--- src/rtl/mc_ctrl_pkg.sv ---
// Shared definitions for the multicycle MIPS control unit: state encoding,
// opcode/funct values, ALU control codes and the datapath mux select
// encodings used by both the controller and the datapath mux instances.
package mc_ctrl_pkg;

  // The PC-increment constant on ALUSrcB=01 is one word (word-addressed memory).
  localparam int INC_WORDS = 1;

  typedef enum logic [3:0] {
    S_FETCH   = 4'd0,
    S_DECODE  = 4'd1,
    S_MEMADR  = 4'd2,
    S_MEMRD   = 4'd3,
    S_MEMWB   = 4'd4,
    S_MEMWR   = 4'd5,
    S_EXEC_R  = 4'd6,
    S_ALUWB   = 4'd7,
    S_BEQ     = 4'd8,
    S_JUMP    = 4'd9,
    S_JAL     = 4'd10,
    S_JR      = 4'd11,
    S_ADDI_EX = 4'd12,
    S_ADDI_WB = 4'd13
  } state_t;

  // Opcodes (IR[31:26])
  localparam logic [5:0] OP_RTYPE = 6'b000000;
  localparam logic [5:0] OP_LW    = 6'b100011;
  localparam logic [5:0] OP_SW    = 6'b101011;
  localparam logic [5:0] OP_BEQ   = 6'b000100;
  localparam logic [5:0] OP_J     = 6'b000010;
  localparam logic [5:0] OP_JAL   = 6'b000011;
  localparam logic [5:0] OP_ADDI  = 6'b001000;

  // R-type funct codes (IR[5:0])
  localparam logic [5:0] FN_ADD = 6'b100000;
  localparam logic [5:0] FN_SUB = 6'b100010;
  localparam logic [5:0] FN_AND = 6'b100100;
  localparam logic [5:0] FN_OR  = 6'b100101;
  localparam logic [5:0] FN_SLT = 6'b101010;
  localparam logic [5:0] FN_JR  = 6'b001000;

  // ALU control codes
  localparam logic [2:0] ALU_AND = 3'b000;
  localparam logic [2:0] ALU_OR  = 3'b001;
  localparam logic [2:0] ALU_ADD = 3'b010;
  localparam logic [2:0] ALU_SUB = 3'b110;
  localparam logic [2:0] ALU_SLT = 3'b111;

  // ALUOp: what the FSM asks of the ALU decoder
  localparam logic [1:0] ALUOP_ADD   = 2'b00;
  localparam logic [1:0] ALUOP_SUB   = 2'b01;
  localparam logic [1:0] ALUOP_FUNCT = 2'b10;

  // Datapath mux select encodings
  localparam logic [1:0] REGDST_RT   = 2'b00;
  localparam logic [1:0] REGDST_RD   = 2'b01;
  localparam logic [1:0] REGDST_RA   = 2'b10;

  localparam logic [1:0] M2R_ALUOUT  = 2'b00;
  localparam logic [1:0] M2R_MDR     = 2'b01;
  localparam logic [1:0] M2R_PC      = 2'b10;

  localparam logic [1:0] SRCB_B      = 2'b00;
  localparam logic [1:0] SRCB_INC    = 2'b01;
  localparam logic [1:0] SRCB_IMM    = 2'b10;

  localparam logic [1:0] PCSRC_ALU    = 2'b00;
  localparam logic [1:0] PCSRC_ALUOUT = 2'b01;
  localparam logic [1:0] PCSRC_JUMP   = 2'b10;
  localparam logic [1:0] PCSRC_REG    = 2'b11;

  // True for the R-type functs that go through EXEC_R (jr excluded).
  function automatic logic is_alu_funct(input logic [5:0] funct);
    return (funct == FN_ADD) || (funct == FN_SUB) || (funct == FN_AND) ||
           (funct == FN_OR)  || (funct == FN_SLT);
  endfunction

  // True for every opcode/funct pair the controller can execute.
  function automatic logic is_legal(input logic [5:0] opcode, input logic [5:0] funct);
    case (opcode)
      OP_RTYPE:                                     return is_alu_funct(funct) || (funct == FN_JR);
      OP_LW, OP_SW, OP_BEQ, OP_J, OP_JAL, OP_ADDI: return 1'b1;
      default:                                      return 1'b0;
    endcase
  endfunction

endpackage

--- src/rtl/mc_alu_decoder.sv ---
// ALU decoder: maps the FSM's ALUOp request and the instruction funct field
// to the 3-bit ALU control code. Purely combinational.
module mc_alu_decoder
  import mc_ctrl_pkg::*;
(
  input  logic [1:0] alu_op,
  input  logic [5:0] funct,
  output logic [2:0] alu_ctrl
);

  // Decode ALUOp first; only ALUOp=10 consults the funct field.
  always_comb begin
    // NOTE: every always_comb output gets a default first so no path can infer a latch.
    alu_ctrl = ALU_ADD;
    case (alu_op)
      ALUOP_ADD: alu_ctrl = ALU_ADD;
      ALUOP_SUB: alu_ctrl = ALU_SUB;
      default: begin
        case (funct)
          FN_ADD:  alu_ctrl = ALU_ADD;
          FN_SUB:  alu_ctrl = ALU_SUB;
          FN_AND:  alu_ctrl = ALU_AND;
          FN_OR:   alu_ctrl = ALU_OR;
          FN_SLT:  alu_ctrl = ALU_SLT;
          default: alu_ctrl = ALU_ADD;
        endcase
      end
    endcase
  end

endmodule

--- src/rtl/mc_controller.sv ---
// Multicycle MIPS control unit (Moore FSM) driving every datapath select
// line and write strobe. Optional performance counters (RetireCnt,
// IllegalCnt) are built only when MC_CTRL_PERF_EN is defined.
module mc_controller
  import mc_ctrl_pkg::*;
(
  input  logic        clk,
  input  logic        rst,
  input  logic [5:0]  Opcode,
  input  logic [5:0]  Funct,
  input  logic        Zero,
  output logic        IorD,
  output logic        MemRead,
  output logic        MemWrite,
  output logic        IRWrite,
  output logic        PCWrite,
  output logic        RegWrite,
  output logic [1:0]  RegDst,
  output logic [1:0]  MemToReg,
  output logic        ALUSrcA,
  output logic [1:0]  ALUSrcB,
  output logic [1:0]  PCSrc,
  output logic [2:0]  ALUCtrl,
  output logic        InstrDone,
  output logic        IllegalOp
`ifdef MC_CTRL_PERF_EN
  ,
  output logic [31:0] RetireCnt,
  output logic [15:0] IllegalCnt
`endif
);

  state_t     state;
  logic       pc_write_uncond;
  logic       branch;
  logic       ir_write_raw;
  logic       reg_write_raw;
  logic       mem_write_raw;
  logic       done_raw;
  logic       alu_active;
  logic [1:0] alu_op;
  logic [2:0] alu_dec;

  mc_alu_decoder u_alu_decoder (
    .alu_op   (alu_op),
    .funct    (Funct),
    .alu_ctrl (alu_dec)
  );

  // State register with synchronous reset; one state per clock.
  always_ff @(posedge clk) begin
    // NOTE: sequential state uses non-blocking assignments so every register samples pre-edge values.
    if (rst) begin
      state <= S_FETCH;
    end else begin
      case (state)
        S_FETCH:  state <= S_DECODE;
        S_DECODE: begin
          case (Opcode)
            OP_LW, OP_SW: state <= S_MEMADR;
            OP_RTYPE: begin
              if (Funct == FN_JR)          state <= S_JR;
              else if (is_alu_funct(Funct)) state <= S_EXEC_R;
              else                          state <= S_FETCH;
            end
            OP_BEQ:  state <= S_BEQ;
            OP_J:    state <= S_JUMP;
            OP_JAL:  state <= S_JAL;
            OP_ADDI: state <= S_ADDI_EX;
            default: state <= S_FETCH;
          endcase
        end
        S_MEMADR:  state <= (Opcode == OP_SW) ? S_MEMWR : S_MEMRD;
        S_MEMRD:   state <= S_MEMWB;
        S_EXEC_R:  state <= S_ALUWB;
        S_ADDI_EX: state <= S_ADDI_WB;
        // Final states and unreachable encodings all return to FETCH.
        default:   state <= S_FETCH;
      endcase
    end
  end

  // Moore output decode from the state register; strobes kept raw here
  // and qualified with reset below.
  always_comb begin
    IorD            = 1'b0;
    MemRead         = 1'b0;
    mem_write_raw   = 1'b0;
    ir_write_raw    = 1'b0;
    pc_write_uncond = 1'b0;
    branch          = 1'b0;
    reg_write_raw   = 1'b0;
    RegDst          = REGDST_RT;
    MemToReg        = M2R_ALUOUT;
    ALUSrcA         = 1'b0;
    ALUSrcB         = SRCB_B;
    PCSrc           = PCSRC_ALU;
    alu_active      = 1'b0;
    alu_op          = ALUOP_ADD;
    done_raw        = 1'b0;
    case (state)
      S_FETCH: begin
        MemRead         = 1'b1;
        ir_write_raw    = 1'b1;
        ALUSrcB         = SRCB_INC;
        alu_active      = 1'b1;
        pc_write_uncond = 1'b1;
      end
      S_DECODE: begin
        ALUSrcB    = SRCB_IMM;
        alu_active = 1'b1;
      end
      S_MEMADR, S_ADDI_EX: begin
        ALUSrcA    = 1'b1;
        ALUSrcB    = SRCB_IMM;
        alu_active = 1'b1;
      end
      S_MEMRD: begin
        IorD    = 1'b1;
        MemRead = 1'b1;
      end
      S_MEMWB: begin
        MemToReg      = M2R_MDR;
        reg_write_raw = 1'b1;
        done_raw      = 1'b1;
      end
      S_MEMWR: begin
        IorD          = 1'b1;
        mem_write_raw = 1'b1;
        done_raw      = 1'b1;
      end
      S_EXEC_R: begin
        ALUSrcA    = 1'b1;
        alu_active = 1'b1;
        alu_op     = ALUOP_FUNCT;
      end
      S_ALUWB: begin
        RegDst        = REGDST_RD;
        reg_write_raw = 1'b1;
        done_raw      = 1'b1;
      end
      S_BEQ: begin
        ALUSrcA    = 1'b1;
        alu_active = 1'b1;
        alu_op     = ALUOP_SUB;
        PCSrc      = PCSRC_ALUOUT;
        branch     = 1'b1;
        done_raw   = 1'b1;
      end
      S_JUMP: begin
        PCSrc           = PCSRC_JUMP;
        pc_write_uncond = 1'b1;
        done_raw        = 1'b1;
      end
      S_JAL: begin
        PCSrc           = PCSRC_JUMP;
        pc_write_uncond = 1'b1;
        RegDst          = REGDST_RA;
        MemToReg        = M2R_PC;
        reg_write_raw   = 1'b1;
        done_raw        = 1'b1;
      end
      S_JR: begin
        PCSrc           = PCSRC_REG;
        pc_write_uncond = 1'b1;
        done_raw        = 1'b1;
      end
      S_ADDI_WB: begin
        reg_write_raw = 1'b1;
        done_raw      = 1'b1;
      end
      default: ;
    endcase
  end

  // ALU control is zero outside the states that use the ALU.
  assign ALUCtrl = alu_active ? alu_dec : 3'b000;

  // Write strobes and pulses are suppressed while reset is held so that an
  // abandoned instruction can never commit anything.
  assign PCWrite   = ~rst & (pc_write_uncond | (branch & Zero));
  assign IRWrite   = ~rst & ir_write_raw;
  assign RegWrite  = ~rst & reg_write_raw;
  assign MemWrite  = ~rst & mem_write_raw;
  assign InstrDone = ~rst & done_raw;
  assign IllegalOp = ~rst & (state == S_DECODE) & ~is_legal(Opcode, Funct);

`ifdef MC_CTRL_PERF_EN
  // Retired and illegal instruction counters, wrapping at their width.
  always_ff @(posedge clk) begin
    if (rst) begin
      RetireCnt  <= '0;
      IllegalCnt <= '0;
    end else begin
      if (InstrDone) RetireCnt  <= RetireCnt + 32'd1;
      if (IllegalOp) IllegalCnt <= IllegalCnt + 16'd1;
    end
  end
`endif

endmodule

--- config.mk ---
export PLATFORM = sky130hd
export DESIGN_NAME = mc_controller
export DESIGN_NICKNAME = d
export VERILOG_FILES = /design/src/rtl/mc_ctrl_pkg.sv /design/src/rtl/mc_alu_decoder.sv /design/src/rtl/mc_controller.sv
export SDC_FILE = /design/constraint.sdc
export NUM_CORES = 1
export LEC_CHECK = 0
export ABC_AREA = 1
export BUFFER_PORTS_ARGS = -buffer_cell sky130_fd_sc_hd__buf_2
export CORE_MARGIN = 3
export CORE_UTILIZATION = 43
export DETAILED_ROUTE_END_ITERATION = 8
export HOLD_SLACK_MARGIN = 0.05
export PLACE_DENSITY = 0.8
export SLEW_MARGIN = 25
export SYNTH_ARGS = -nofsm -noshare
export SYNTH_HDL_FRONTEND = slang
export SYNTH_SLANG_ARGS = --single-unit
--- constraint.sdc ---
create_clock -name clk -period 1.8 [get_ports clk]
set_clock_uncertainty 0.2 [all_clocks]
set_input_delay 0.18 -clock clk [delete_from_list [all_inputs] [get_ports clk]]
set_output_delay 0.18 -clock clk [all_outputs]
set_load 0.005 [all_outputs]
==> out/results.ini <==
[status]
status = finished, final reports clean

[placement]
globalplace.congestion = 0.864
dp_hpwl_um = 1460
dp_slack_ns = 0.111
io_buffers = 34
dpl.cell_count = 167

[grt]
grt_max_degree = 9
grt_first_pass_wirelength_um = 3030
grt_antenna_before_repair = 0
grt_overflow = 0
grt_util_all_layers = 0.202
grt_pass1_vias = 784

[run]
max_cap_viol_count = 0

[critical_path]
critPathMaxFanout = 8
reg2reg_to = state[2]
reg2reg_depth = 7
cp-start-kind = flop
critPathArrivalTime_ns = 1.41
startpoint = state[2]
endpoint_kind = output port
ff2ff_setup_slack_ns = 0.42
critPathKind = flop to output port
worstReg2RegStart = state[3]
crit_required_ns = 1.42

[sta]
finalHoldViolations = 0
fin_crit_ns = 1.79
setup_viol = 0
max_freq_ghz = 0.557
tightest_slew_ns = 0.380
min_period_over_period = 0.997
slew_headroom = 0.745
drv_slew = 0
rsz0062_at_grt = yes
fin_ws_ns = 0.00580

[layout]
fin_util = 0.705
final_common_cell = buf_2
fillers = 121
finalNonFillerCells = 175
final_layout_size_suffix_gt1_frac = 0.419
nets = 177
largest-register = state
antenna_cells = 0
largestRegisters = state x4
syn_to_final_growth_pct = 51.7
largest_reg_flops = 4
layout_common_cells = 34 x buf_2, 23 x nor2_1, 17 x nand2_1

[power]
p_leak_uw = 0.000511
power_density_nw_per_um2 = 343
vdd_ir_drop_max_uv = 230
p_total_uw = 322

[die]
die_w_um = 44.0
start_util = 0.464
io_pins = 35
dieArea_um2 = 1930
coreArea_um2 = 1330
die-height_um = 44.0
fp-row-count = 13

[hold_path]
min-delay-start = Funct[5]
holdPathEnd = state[3]
hold_path_class = input pin to flop
worstHoldPathCells = 6

[logic_synthesis]
synth-seq-cells = 4
synthTopCellsByArea = nor2_1 18%, dfxtp_1 13%, inv_1 12%
syn-num-nets = 135
syn-instance-count = 120
yosysTopAreaCellShare = 0.176
ys_seq_area_frac = 0.129
ys_types = 23
yosysWarnings = 0
yosys.area.top_type = nor2_1
syn_area_um2 = 619
avgSynthCellArea_um2 = 5.16

[drt]
vias_per_cell = 5.42
firstDrtPassIters = 4
drt_iter0_drc = 39
postRouteAntennaNets = 0
drcViolationCount = 0
routed_wl_um = 2070
num_vias = 949
wl_per_cell_um = 11.8

[clock_tree]
cts.sinks = 4
cts_buffers = 3
cts-root-buf = clkbuf_4
ctsHtreeMaxLevel = 1
tritoncts = built
path_clk_slew_ns = 0.04
clock_latency_ns = 0.24
clk_path_buf_depth = 2

-- area by class of cell --
cell class                 instances  area, um2  share of cell area
sequential                         4       95.1               0.101
clock buffer                       3       22.5              0.0240
inverter                          21       81.3              0.0866
multi-input combinational         93        512               0.545
tap                               15       18.8              0.0200
timing repair buffer              39        210               0.224
-- worst max-delay path: stages, from the launching register on --
cell and delay (ns):
dfxtp_4 0.42, nor2_2 0.07, inv_2 0.11, nor2_4 0.06, nor3_4 0.16, nand2_2 0.09
o21ai_2 0.11, inv_1 0.04, buf_2 0.12
-- worst max-delay path by stage --
stage          cells after the start          to  slack (ns)
3_5_place_dp                       8  ALUCtrl[1]        0.11
2_1_floorplan                      7  ALUCtrl[1]        0.35
6_report                           8  ALUCtrl[1]       0.006
5_1_grt                            8  ALUCtrl[1]       -0.06
4_1_cts                            8  ALUCtrl[1]       -0.04
3_3_place_gp                       8  ALUCtrl[1]        0.17
-- synth_stat cells (all sizes together) --
master	number
nand4	5
nor3	5
o2111ai	1
o211ai	2
a31oi	1
buf	2
a21oi	9
nor2	32
nand2	20
dfxtp	4
clkinv	1
o21ai	4
or2	1
inv	20
nand3	13
-- logic make-up after synthesis --
family / after synthesis / synth area share
AO/OA/AOI/OAI: 17 / 0.154
buffers and inverters: 23 / 0.151
flip-flops: 4 / 0.129
AND/OR/NAND/NOR: 76 / 0.566
-- metrics by stage --
step	setup TNS, ns	instance area [um2]	hold slack [ns]
after CTS	-0.0406	833	0.210
after detailed placement	0	793	0.278
after floorplan	0	619	0.260
after global routing	-0.148	940	0.257
after global placement	0	793	0.275
final	0	940	0.201
-- metal layers --
layer	vias up	part of all wire	track usage
met5	-	0	0
met4	0	0.015	0.0723
met3	6	0.11	0.0249
met2	62	0.48	0.358
met1	407	0.40	0.245
li1	474	-	-
-- power by group --
part           switching, uW  internal [uW]
Sequential              5.38           88.0
Clock                   39.2           74.7
Combinational           69.2           45.9
-- what timing repair did --
action | CTS | global route
gates cloned | 0 | 0
setup endpoints to repair | 4 | 9
pin swaps | 1 | 4
resized for setup | 5 | 24
endpoints found under the hold margin | 2 | 0
setup buffers | 0 | 4
hold buffers | 1 | 0
(Power assumes the default switching activity.)
